### src/rtl/led_owner_arbiter_pkg.sv
`default_nettype none
// ============================================================================
//  Module      : led_arb_pkg
//  Description : Shared types and default constants for the LED bank owner
//                arbiter (controller state encoding, default parameter
//                values, requester index helper type).
//  Ports       : none (package)
//  Revision    : 1.0 - initial release
// ============================================================================
package led_arb_pkg;

  localparam int C_NUM_REQ        = 4;
  localparam int C_LED_W          = 4;
  localparam int C_HOLD_CYCLES    = 50_000_000;
  localparam int C_HB_HALF_PERIOD = 25_000_000;

  // Requester index for the default configuration.
  typedef logic [$clog2(C_NUM_REQ)-1:0] idx_t;

  typedef enum logic [1:0] {
    ST_IDLE = 2'd0,
    ST_HOLD = 2'd1,
    ST_OPEN = 2'd2
  } state_t;

endpackage : led_arb_pkg
`default_nettype wire

### src/rtl/led_owner_arbiter_if.sv
`default_nettype none
// ============================================================================
//  Module      : led_owner_arbiter_if
//  Description : Requester-side bundle of the LED bank arbiter.
//  Signals     : req     - per-requester ownership request (level)
//                pattern - per-requester LED pattern
//                gnt     - one-hot (or zero) grant
//                leds    - LED drive
//                busy    - any grant active
//  Modports    : master (requesters / board), slave (arbiter)
//  Revision    : 1.0 - initial release
// ============================================================================
interface led_owner_arbiter_if
  import led_arb_pkg::*;
#(
  parameter int NUM_REQ = C_NUM_REQ,
  parameter int LED_W   = C_LED_W
);

  logic [NUM_REQ-1:0]            req;
  logic [NUM_REQ-1:0][LED_W-1:0] pattern;
  logic [NUM_REQ-1:0]            gnt;
  logic [LED_W-1:0]              leds;
  logic                          busy;

  modport master (
    output req,
    output pattern,
    input  gnt,
    input  leds,
    input  busy
  );

  modport slave (
    input  req,
    input  pattern,
    output gnt,
    output leds,
    output busy
  );

endinterface : led_owner_arbiter_if
`default_nettype wire

### src/rtl/led_owner_arbiter_picker.sv
`default_nettype none
// ============================================================================
//  Module      : led_rr_picker
//  Description : Combinational round-robin picker. Searches the request
//                vector starting just after the previous owner, wrapping
//                modulo NUM_REQ, and returns the first requester found.
//  Ports       : i_req        - request vector
//                i_last_owner - index of the most recent owner
//                o_pick       - index of the selected requester
//                o_valid      - a requester was found
//  Revision    : 1.0 - initial release
// ============================================================================
module led_rr_picker #(
  parameter int NUM_REQ = 4
) (
  input  wire logic [NUM_REQ-1:0]         i_req,
  input  wire logic [$clog2(NUM_REQ)-1:0] i_last_owner,
  output logic      [$clog2(NUM_REQ)-1:0] o_pick,
  output logic                            o_valid
);

  localparam int IDX_W = $clog2(NUM_REQ);

  // The previous owner is checked last (k == NUM_REQ), which is what pushes a
  // still-requesting preempted owner behind everybody else.
  always_comb begin
    o_pick  = '0;
    o_valid = 1'b0;
    for (int k = 1; k <= NUM_REQ; k++) begin
      if (!o_valid && i_req[(int'(i_last_owner) + k) % NUM_REQ]) begin
        o_valid = 1'b1;
        o_pick  = IDX_W'((int'(i_last_owner) + k) % NUM_REQ);
      end
    end
  end

endmodule : led_rr_picker
`default_nettype wire

### src/rtl/led_owner_arbiter.sv
`default_nettype none
// ============================================================================
//  Module      : led_owner_arbiter
//  Description : Shares the board LED bank between on-chip requesters.
//                Round-robin arbitration with a guaranteed minimum ownership
//                time; a free-running heartbeat is shown on LED 0 whenever
//                nobody owns the bank.
//  Ports       : sys_clk_50m - system clock
//                sys_rst     - synchronous reset, active-high
//                bus         - requester bundle (slave side): req, pattern in;
//                              gnt, leds, busy out (all outputs registered)
//  Revision    : 1.0 - initial release
// ============================================================================
module led_owner_arbiter
  import led_arb_pkg::*;
#(
  parameter int NUM_REQ        = C_NUM_REQ,
  parameter int LED_W          = C_LED_W,
  parameter int HOLD_CYCLES    = C_HOLD_CYCLES,
  parameter int HB_HALF_PERIOD = C_HB_HALF_PERIOD
) (
  input  wire logic          sys_clk_50m,
  input  wire logic          sys_rst,
  led_owner_arbiter_if.slave bus
);

  localparam int IDX_W  = $clog2(NUM_REQ);
  localparam int HOLD_W = $clog2(HOLD_CYCLES + 1);
  localparam int HB_W   = (HB_HALF_PERIOD > 1) ? $clog2(HB_HALF_PERIOD) : 1;

  localparam logic [HOLD_W-1:0] c_hold_load = HOLD_W'(HOLD_CYCLES - 1);
  localparam logic [HB_W-1:0]   c_hb_reload = HB_W'(HB_HALF_PERIOD - 1);
  localparam logic [IDX_W-1:0]  c_last_rst  = IDX_W'(NUM_REQ - 1);

  state_t              r_state;
  logic [NUM_REQ-1:0]  r_gnt;
  logic [LED_W-1:0]    r_leds;
  logic                r_busy;
  logic                r_hb;
  logic [HB_W-1:0]     r_hb_cnt;
  logic [HOLD_W-1:0]   r_hold_cnt;
  logic [IDX_W-1:0]    r_last_owner;   // doubles as the current owner

  logic [IDX_W-1:0]    w_pick;
  logic                w_valid;
  logic [NUM_REQ-1:0]  w_pick_oh;
  logic [NUM_REQ-1:0]  w_owner_oh;
  logic                w_owner_req;
  logic                w_other_req;

  led_rr_picker #(
    .NUM_REQ (NUM_REQ)
  ) u_picker (
    .i_req        (bus.req),
    .i_last_owner (r_last_owner),
    .o_pick       (w_pick),
    .o_valid      (w_valid)
  );

  assign w_pick_oh   = NUM_REQ'(1) << w_pick;
  assign w_owner_oh  = NUM_REQ'(1) << r_last_owner;
  assign w_owner_req = |(bus.req & w_owner_oh);
  assign w_other_req = |(bus.req & ~w_owner_oh);

  always_ff @(posedge sys_clk_50m) begin
    if (sys_rst) begin
      r_state      <= ST_IDLE;
      r_gnt        <= '0;
      r_leds       <= '0;
      r_busy       <= 1'b0;
      r_hb         <= 1'b0;
      r_hb_cnt     <= '0;
      r_hold_cnt   <= '0;
      r_last_owner <= c_last_rst;
    end else begin
      // Heartbeat runs in every state so its phase is unaffected by grants.
      if (r_hb_cnt == '0) begin
        r_hb     <= ~r_hb;
        r_hb_cnt <= c_hb_reload;
      end else begin
        r_hb_cnt <= r_hb_cnt - HB_W'(1);
      end

      case (r_state)
        ST_IDLE: begin
          r_leds <= LED_W'(r_hb);
          r_gnt  <= '0;
          r_busy <= 1'b0;
          if (w_valid) begin
            r_gnt        <= w_pick_oh;
            r_busy       <= 1'b1;
            r_last_owner <= w_pick;
            r_hold_cnt   <= c_hold_load;
            r_state      <= ST_HOLD;
          end
        end

        ST_HOLD: begin
          r_leds <= bus.pattern[r_last_owner];
          if (r_hold_cnt != '0) begin
            r_hold_cnt <= r_hold_cnt - HOLD_W'(1);
          end
          if (!w_owner_req) begin
            r_gnt   <= '0;
            r_busy  <= 1'b0;
            r_state <= ST_IDLE;
          end else if (r_hold_cnt == '0) begin
            r_state <= ST_OPEN;
          end
        end

        ST_OPEN: begin
          r_leds <= bus.pattern[r_last_owner];
          // Release and preemption both go back through one IDLE cycle.
          if (!w_owner_req || w_other_req) begin
            r_gnt   <= '0;
            r_busy  <= 1'b0;
            r_state <= ST_IDLE;
          end
        end

        default: begin
          r_gnt   <= '0;
          r_busy  <= 1'b0;
          r_state <= ST_IDLE;
        end
      endcase
    end
  end

  assign bus.gnt  = r_gnt;
  assign bus.leds = r_leds;
  assign bus.busy = r_busy;

endmodule : led_owner_arbiter
`default_nettype wire

### src/flat_wrapper.sv
// flat-port wrapper written by rule: the top's interface ports become plain ports
module led_owner_arbiter_flat import led_arb_pkg::*;
#(
  parameter int NUM_REQ        = C_NUM_REQ,
  parameter int LED_W          = C_LED_W,
  parameter int HOLD_CYCLES    = C_HOLD_CYCLES,
  parameter int HB_HALF_PERIOD = C_HB_HALF_PERIOD
)
  (sys_clk_50m, sys_rst, bus_req, bus_pattern, bus_gnt, bus_leds, bus_busy);
  led_owner_arbiter_if #(.NUM_REQ(NUM_REQ), .LED_W(LED_W)) bus_i ();
  input  wire logic sys_clk_50m;
  input  wire logic sys_rst;
  input wire logic [$bits(bus_i.req)-1:0] bus_req;
  input wire logic [$bits(bus_i.pattern)-1:0] bus_pattern;
  output wire logic [$bits(bus_i.gnt)-1:0] bus_gnt;
  output wire logic [$bits(bus_i.leds)-1:0] bus_leds;
  output wire logic [$bits(bus_i.busy)-1:0] bus_busy;
  assign bus_i.req = bus_req;
  assign bus_i.pattern = bus_pattern;
  assign bus_gnt = bus_i.gnt;
  assign bus_leds = bus_i.leds;
  assign bus_busy = bus_i.busy;
  led_owner_arbiter #(.NUM_REQ(NUM_REQ), .LED_W(LED_W), .HOLD_CYCLES(HOLD_CYCLES), .HB_HALF_PERIOD(HB_HALF_PERIOD)) u_core (.sys_clk_50m(sys_clk_50m), .sys_rst(sys_rst), .bus(bus_i));
endmodule
### config.mk
export PLATFORM = sky130hd
export DESIGN_NAME = led_owner_arbiter_flat
export DESIGN_NICKNAME = d
export VERILOG_FILES = /design/src/rtl/led_owner_arbiter_pkg.sv /design/src/rtl/led_owner_arbiter_if.sv /design/src/rtl/led_owner_arbiter_picker.sv /design/src/rtl/led_owner_arbiter.sv /design/src/flat_wrapper.sv
export SDC_FILE = /design/constraint.sdc
export NUM_CORES = 1
export LEC_CHECK = 0
export ABC_CLOCK_PERIOD_IN_PS = 4000
export CAP_MARGIN = 20
export CORE_MARGIN = 2
export CORE_UTILIZATION = 62
export DETAILED_ROUTE_END_ITERATION = 8
export PLACE_DENSITY = 0.85
export SYNTH_ARGS = -nofsm -noshare
export SYNTH_HDL_FRONTEND = slang
export SYNTH_SLANG_ARGS = --single-unit
### constraint.sdc
create_clock -name sys_clk_50m -period 4 [get_ports sys_clk_50m]
set_clock_uncertainty 0.05 [all_clocks]
set_input_delay 0.8 -clock sys_clk_50m [delete_from_list [all_inputs] [get_ports sys_clk_50m]]
set_output_delay 0.8 -clock sys_clk_50m [all_outputs]
set_load 0.02 [all_outputs]
Word level (Yosys, flattened, before mapping)

Index checks and enable logic that the tools add are counted.

Register bits after elaboration: 65
Input bits: 22
Output and inout port bits: 9
Logic and storage cells: 103

Add/subtract/negate cells: 6
Magnitude comparators: 5
Equality and inequality tests: 7
Shift-type cells: 2
Multiplexer cells: 40
Bitwise gates (word level): 8
Reductions and logical operators: 26

Operators by type and width:

| operator                                                   | number |
|---|---|
| 2-to-1 mux 26 bit                                          | 2 |
| case mux 26 bit (2 select lines)                           | 1 |
| zero test 26 bit                                           | 1 |
| nonzero test 26 bit                                        | 1 |
| subtractor 26 x 1 -> 26 bit, second input constant         | 1 |
| zero test 25 bit                                           | 1 |
| 2-to-1 mux 25 bit                                          | 1 |
| subtractor 25 x 1 -> 25 bit, second input constant         | 1 |
| less-than comparator 3 x 4 -> 1 bit, second input constant | 4 |
| 2-to-1 mux 2 bit                                           | 8 |
| 2-to-1 mux 4 bit                                           | 4 |
| 2-to-1 mux 1 bit                                           | 15 |
| case mux 4 bit (3 select lines)                            | 1 |
| OR reduction 2 bit                                         | 6 |
| bitwise AND 4 bit                                          | 2 |
| binary-select mux 1 bit (select 2 bit)                     | 4 |
| binary-select mux 4 bit (select 2 bit)                     | 1 |
| case mux 4 bit (2 select lines)                            | 1 |
| OR reduction 4 bit                                         | 2 |
| left shift 1 x 2 -> 4 bit, first input constant            | 2 |
| case mux 2 bit (3 select lines)                            | 1 |
| AND reduction 3 bit                                        | 2 |
| adder 2 x 1 -> 2 bit, second input constant                | 2 |
| adder 2 bit, second input constant                         | 2 |
| other kinds (16)                                           | 28 |

Longest topological paths before layout

Depth after elaboration: 19
Gate-level depth with buffers: 9
Gate-level depth less buffers: 7

By module

Synthesis repeated with hierarchy kept, for this count alone.

Cell total of the unflattened synthesis: 401
Area, all modules: 3533.4 sq um

By module, submodules not included:

| module            | instances | cells each | area an instance (sq um) | seq. area each (sq um) |
|---|---|---|---|---|
| led_owner_arbiter | 1         | 387        | 3442.1                   | 1301.2 |
| led_rr_picker     | 1         | 14         | 91.3                     | 0.0 |

Least setup slack after synthesis

OpenSTA, ideal clock, no wires.

Path type: input to register
From: in bus_req[0]
To: reg u_core.r_last_owner[0]
Setup time: 0.120 ns
Arrival: 2.162 ns
Data required time: 3.830 ns
Path slack: 1.669 ns
Stages: 6
Path buffers: 1
Path through: buf_2 mux2i_1 or4b_2 o2111ai_1 nor2_1 a211o_1

Longest elaborated chain between the ends: 14
Elaborated cells between the ends (all ways): 27
Classes of those cells: mux: 20; reduce/logical: 7

RTL lines:

| what                                                 | RTL line                       | text |
|---|---|---|
| start, declared                                      | flat_wrapper.sv:13             | `input wire logic [$bits(bus_i.req)-1:0] bus_req;` |
| binary-select mux 1 bit (select 2 bit)               | led_owner_arbiter_picker.sv:30 | `if (!o_valid && i_req[(int'(i_last_owner) + k) % NUM_REQ]) begin` |
| 2-to-1 mux 1 bit (implied by the code) (2 in series) | led_owner_arbiter_picker.sv:30 |  |
| 2-to-1 mux 1 bit                                     | led_owner_arbiter_picker.sv:30 |  |
| zero test 1 bit                                      | led_owner_arbiter_picker.sv:30 |  |
| logical AND 1 bit                                    | led_owner_arbiter_picker.sv:30 |  |
| 2-to-1 mux 1 bit                                     | led_owner_arbiter_picker.sv:30 |  |
| zero test 1 bit                                      | led_owner_arbiter_picker.sv:30 |  |
| logical AND 1 bit                                    | led_owner_arbiter_picker.sv:30 |  |
| 2-to-1 mux 1 bit                                     | led_owner_arbiter_picker.sv:30 |  |
| zero test 1 bit                                      | led_owner_arbiter_picker.sv:30 |  |
| logical AND 1 bit                                    | led_owner_arbiter_picker.sv:30 |  |
| 2-to-1 mux 1 bit                                     | led_owner_arbiter_picker.sv:30 |  |
| AND reduction 2 bit (no line)                        | --                             |  |
| end signal, assigned                                 | led_owner_arbiter.sv:74        | `r_last_owner <= c_last_rst;` |
| end signal, assigned                                 | led_owner_arbiter.sv:92        | `r_last_owner <= w_pick;` |
| end, declared                                        | led_owner_arbiter.sv:42        | `logic [IDX_W-1:0] r_last_owner;` |

Several ways; a longest one is shown, not always the timed one. The select of a mux whose other input is x is not followed.
A chain may end at the register's enable or synchronous reset.

Worst setup path after layout

From: in bus_req[0]
To: reg u_core.r_hold_cnt[24]

Longest elaborated chain between the ends: 15
Elaborated cells between the ends (all ways): 24
Classes of those cells: eq/ne: 1; mux: 16; reduce/logical: 7

RTL lines:

| what                                                 | RTL line                       | text |
|---|---|---|
| binary-select mux 1 bit (select 2 bit)               | led_owner_arbiter_picker.sv:30 |  |
| 2-to-1 mux 1 bit (implied by the code) (2 in series) | led_owner_arbiter_picker.sv:30 |  |
| 2-to-1 mux 1 bit                                     | led_owner_arbiter_picker.sv:30 |  |
| zero test 1 bit                                      | led_owner_arbiter_picker.sv:30 |  |
| logical AND 1 bit                                    | led_owner_arbiter_picker.sv:30 |  |
| 2-to-1 mux 1 bit                                     | led_owner_arbiter_picker.sv:30 |  |
| zero test 1 bit                                      | led_owner_arbiter_picker.sv:30 |  |
| logical AND 1 bit                                    | led_owner_arbiter_picker.sv:30 |  |
| 2-to-1 mux 1 bit                                     | led_owner_arbiter_picker.sv:30 |  |
| zero test 1 bit                                      | led_owner_arbiter_picker.sv:30 |  |
| logical AND 1 bit                                    | led_owner_arbiter_picker.sv:30 |  |
| 2-to-1 mux 1 bit (*)                                 | led_owner_arbiter_picker.sv:30 |  |
| != test 2 bit (no line) (*)                          | --                             |  |
| AND reduction 3 bit (no line) (*)                    | --                             |  |
| end signal, assigned                                 | led_owner_arbiter.sv:93        | `r_hold_cnt <= c_hold_load;` |
| end signal, assigned                                 | led_owner_arbiter.sv:101       | `r_hold_cnt <= r_hold_cnt - HOLD_W'(1);` |
| end, declared                                        | led_owner_arbiter.sv:41        | `logic [HOLD_W-1:0] r_hold_cnt;` |

Every way passes the cells marked *; elsewhere a longest branch is shown, timed or not. The select of a mux whose other input is x is not followed.

==> metrics.md <==
| Metric | Value |
|---|---|
| Outcome | `completed` |
| Synthesized instance count | `409` |
| Top area cells in the synthesized netlist | `dfxtp_1, a21oi_1, ha_1` |
| Setup ws final | `1.15 ns` |
| Reg-to-reg slack, setup | `1.36 ns` |
| P_leak | `roughly 1.5 nW` |
| FF-to-FF Start | `u_core.r_last_owner[0]` |
| Worst reg2reg path endpoint | `u_core.r_last_owner[0]` |
| Port bufs | `30` |
| Most used DFF post-synth | `dfxtp_1` |
| Avg Synthesized Cell Area | `8.83 um2` |
| Core Box Area | `between 0.005 and 0.006 mm2` |
| Slew Limit Fails | `0` |
| Worst VDD drop | `0.657 mV` |
| Setup TNS | `0 ns` |
| I/O pins | `31` |
| Layout cells sized above 1 | `under 10%` |
| Worst-path clk slew | `approximately 0.070 ns` |
| Worst Path Required | `4.22 ns` |
| Worst R2R Path Depth | `6` |
| GRT Overall Usage | `between 20% and 30%` |
| Top cell type's share of synthesized area | `36.0%` |
| Most common cell in the netlist | `dfxtp_1` |
| FP Rows | `27` |
| Util after Layout | `73.4%` |
| Fin cells | `roughly 500` |
| Post-CTS Hold Fix Bufs | `0` |
| TritonCTS clock tree | `done` |
| Pwr dens | `745 mW/mm2` |
| Largest fanout on the critical path | `10` |
| Max-Cap Viols | `0` |
| Share of flip-flops with an asynchronous set or reset | `0%` |
| Clk root buf | `clkbuf_8` |
| Post-Syn Area | `0.00361 mm2` |
| Fillers | `442` |
| Hold EP | `u_core.bus.gnt[2]` |
| Tot Pwr | `3.05 mW` |
| DP Worst Slack | `just over 0.9 ns` |
| Crit path DAT | `approximately 3.1 ns` |
| Startpoint of the worst hold path | `u_core.bus.gnt[2]` |
| Max incr delay on CP | `~0.69 ns` |
| CTS Buf Count | `9` |
| Clock sink count | `65` |
| First-pass GRT wire length | `13.7 mm` |
| Area growth syn-to-layout | `13.2%` |
| Max Clk Rate | `350 MHz` |
| Vias in the first global route | `3094` |
| Worst skew pair latency | `between 0.3 and 0.4 ns` |
| Via count | `between 3000 and 4000` |
| Synth cell count leaders | `dfxtp_1, a21oi_1, nor2_1` |
| WL/cell | `15.9 um` |
| Routed vias/inst | `6.56` |
| DRT Pass-1 Iters | `5` |
| Leading area contributor after synthesis | `dfxtp_1` |
| Ant diodes | `0` |
| Nets@finish | `462` |
| Hold Slack | `around 0.41 ns` |
| Crit. End Element | `flop` |
| Gpl congestion | `approximately 0.87` |
| Final setup fails | `0` |
| Placed Area | `around 0.004 mm2` |
| Post-Syn Nets | `about 440` |
| Design Area, Final | `0.00409 mm2` |
| Worst-Margin Slew | `0.661 ns` |
| Fin crit share | `71.4%` |
| Syn. warnings | `0` |
| Initial Util | `64.8%` |
| Initial DRC Count | `175` |
| Synthesized flop and latch total | `between 60 and 70` |
| RSZ-0062 raised after global routing | `no` |
| Crit-path cells | `clkdlybuf4s50_1, nor4_2, a211oi_2, nand3_1, or3_1, a21oi_1` |
| Worst hold-check path type | `reg2reg` |
| Remaining DRCs | `0` |
| EDFF count, synth | `0` |
| Largest net degree at the start of global routing | `37` |
| Fin crit period | `between 2 and 3 ns` |
| Synth cell types | `62` |
| Setup CP Type | `in2reg` |
| Slowest CP cell | `clkdlybuf4s50_1` |
| DRT Wirelength | `8.07 mm` |
| Dpl hpwl | `around 5.5 mm` |
| Die Wd | `approximately 80 um` |
| Gr ovfl total | `0` |
| Die height | `80.3 um` |
| Hold Path Stages | `2` |
| Detail Route Antenna Nets | `0` |
| Placed Cells incl. Taps | `490` |
| Post-CTS setup buffer count | `0` |
| Antenna violations before repair | `0` |
| Rel. slew slack | `55.6%` |
| Nature of the critical path startpoint | `input port` |
| Fin. Hold Viols | `0` |
| Post-CTS sizing | `0` |
| CTS Buffer Depth | `2` |
| Die area | `0.00645 mm2` |
| CTS H-Tree Depth | `3` |
| Register area share after synthesis | `36.0%` |
## critical path: cells and delay by family
kind / cells / cell delay [ns]
compound gates: 2 / 0.69
buf+inv: 1 / 0.69
simple gates: 3 / 0.89
## cells in the final DEF, fill, tap and decap left out, drive strengths merged, types with 12 or more instances in the layout
cell / count
o21ai: 17
a21oi: 31
clkdlybuf4s50: 29
nor2: 31
or4: 12
dfxtp: 65
a31oi: 16
nand2b: 13
nand2: 17
or3: 18
nor4: 14
nor3: 15
## registers in the layout, indices dropped and copies added (netlist names)
name                 cells
u_core.r_last_owner      2
u_core.r_hold_cnt       26
u_core.bus.gnt           4
u_core.bus.busy          1
u_core.r_state           2
u_core.r_hb_cnt         25
u_core.r_hb              1
u_core.bus.leds          4
## worst max-delay path by stage
stage	from	to	slack, ns	cells past startpoint
2_1_floorplan	bus_req[0]	u_core.r_last_owner[0]	1.67	6
3_3_place_gp	bus_req[0]	u_core.r_hold_cnt[24]	0.95	6
3_5_place_dp	bus_req[0]	u_core.r_hold_cnt[24]	0.91	6
4_1_cts	bus_req[0]	u_core.r_hold_cnt[24]	1.18	6
5_1_grt	bus_req[0]	u_core.r_hold_cnt[18]	0.90	6
6_report	bus_req[0]	u_core.r_hold_cnt[24]	1.15	6
## power breakdown
group	total [mW]	switching (mW)	leakage [nW]	internal, mW
combinational	1.41	0.817	0.819	0.589
clock	0.557	0.254	0.0953	0.303
sequential	1.09	0.238	0.535	0.848
total	3.05	1.31	1.45	1.74
## layer usage
metal	wire length [um]	global-route usage [%]	vias up	part of all wire [%]
met1	3720	34.9	1584	46
met5	0	0	-	0
met3	490	4.94	14	6.1
li1	-	-	1591	-
met4	146	11.7	0	1.8
met2	3710	43.3	129	46
## cells by family after synthesis
logic type,count (synthesis),share of synthesized area [%]
simple gates,160,26.4
compound gates,109,20.3
mux,10,4.19
flops,65,36.0
xor+xnor,20,4.85
buf+inv,34,4.47
fa+ha+maj,11,3.81
## final cells by class
| class | instances | area, um2 | area share, % |
|---|---|---|---|
| multi-input cells | 310 | 2150 | 52.6 |
| inverters | 11 | 41.3 | 1.01 |
| flip-flops and latches | 65 | 1300 | 31.8 |
| well taps | 72 | 90.1 | 2.20 |
| clock buffers | 11 | 141 | 3.46 |
| clock inverters | 5 | 55.1 | 1.35 |
| repair buffers | 32 | 310 | 7.59 |
No activity file was read; power rests on OpenSTA's default activity.
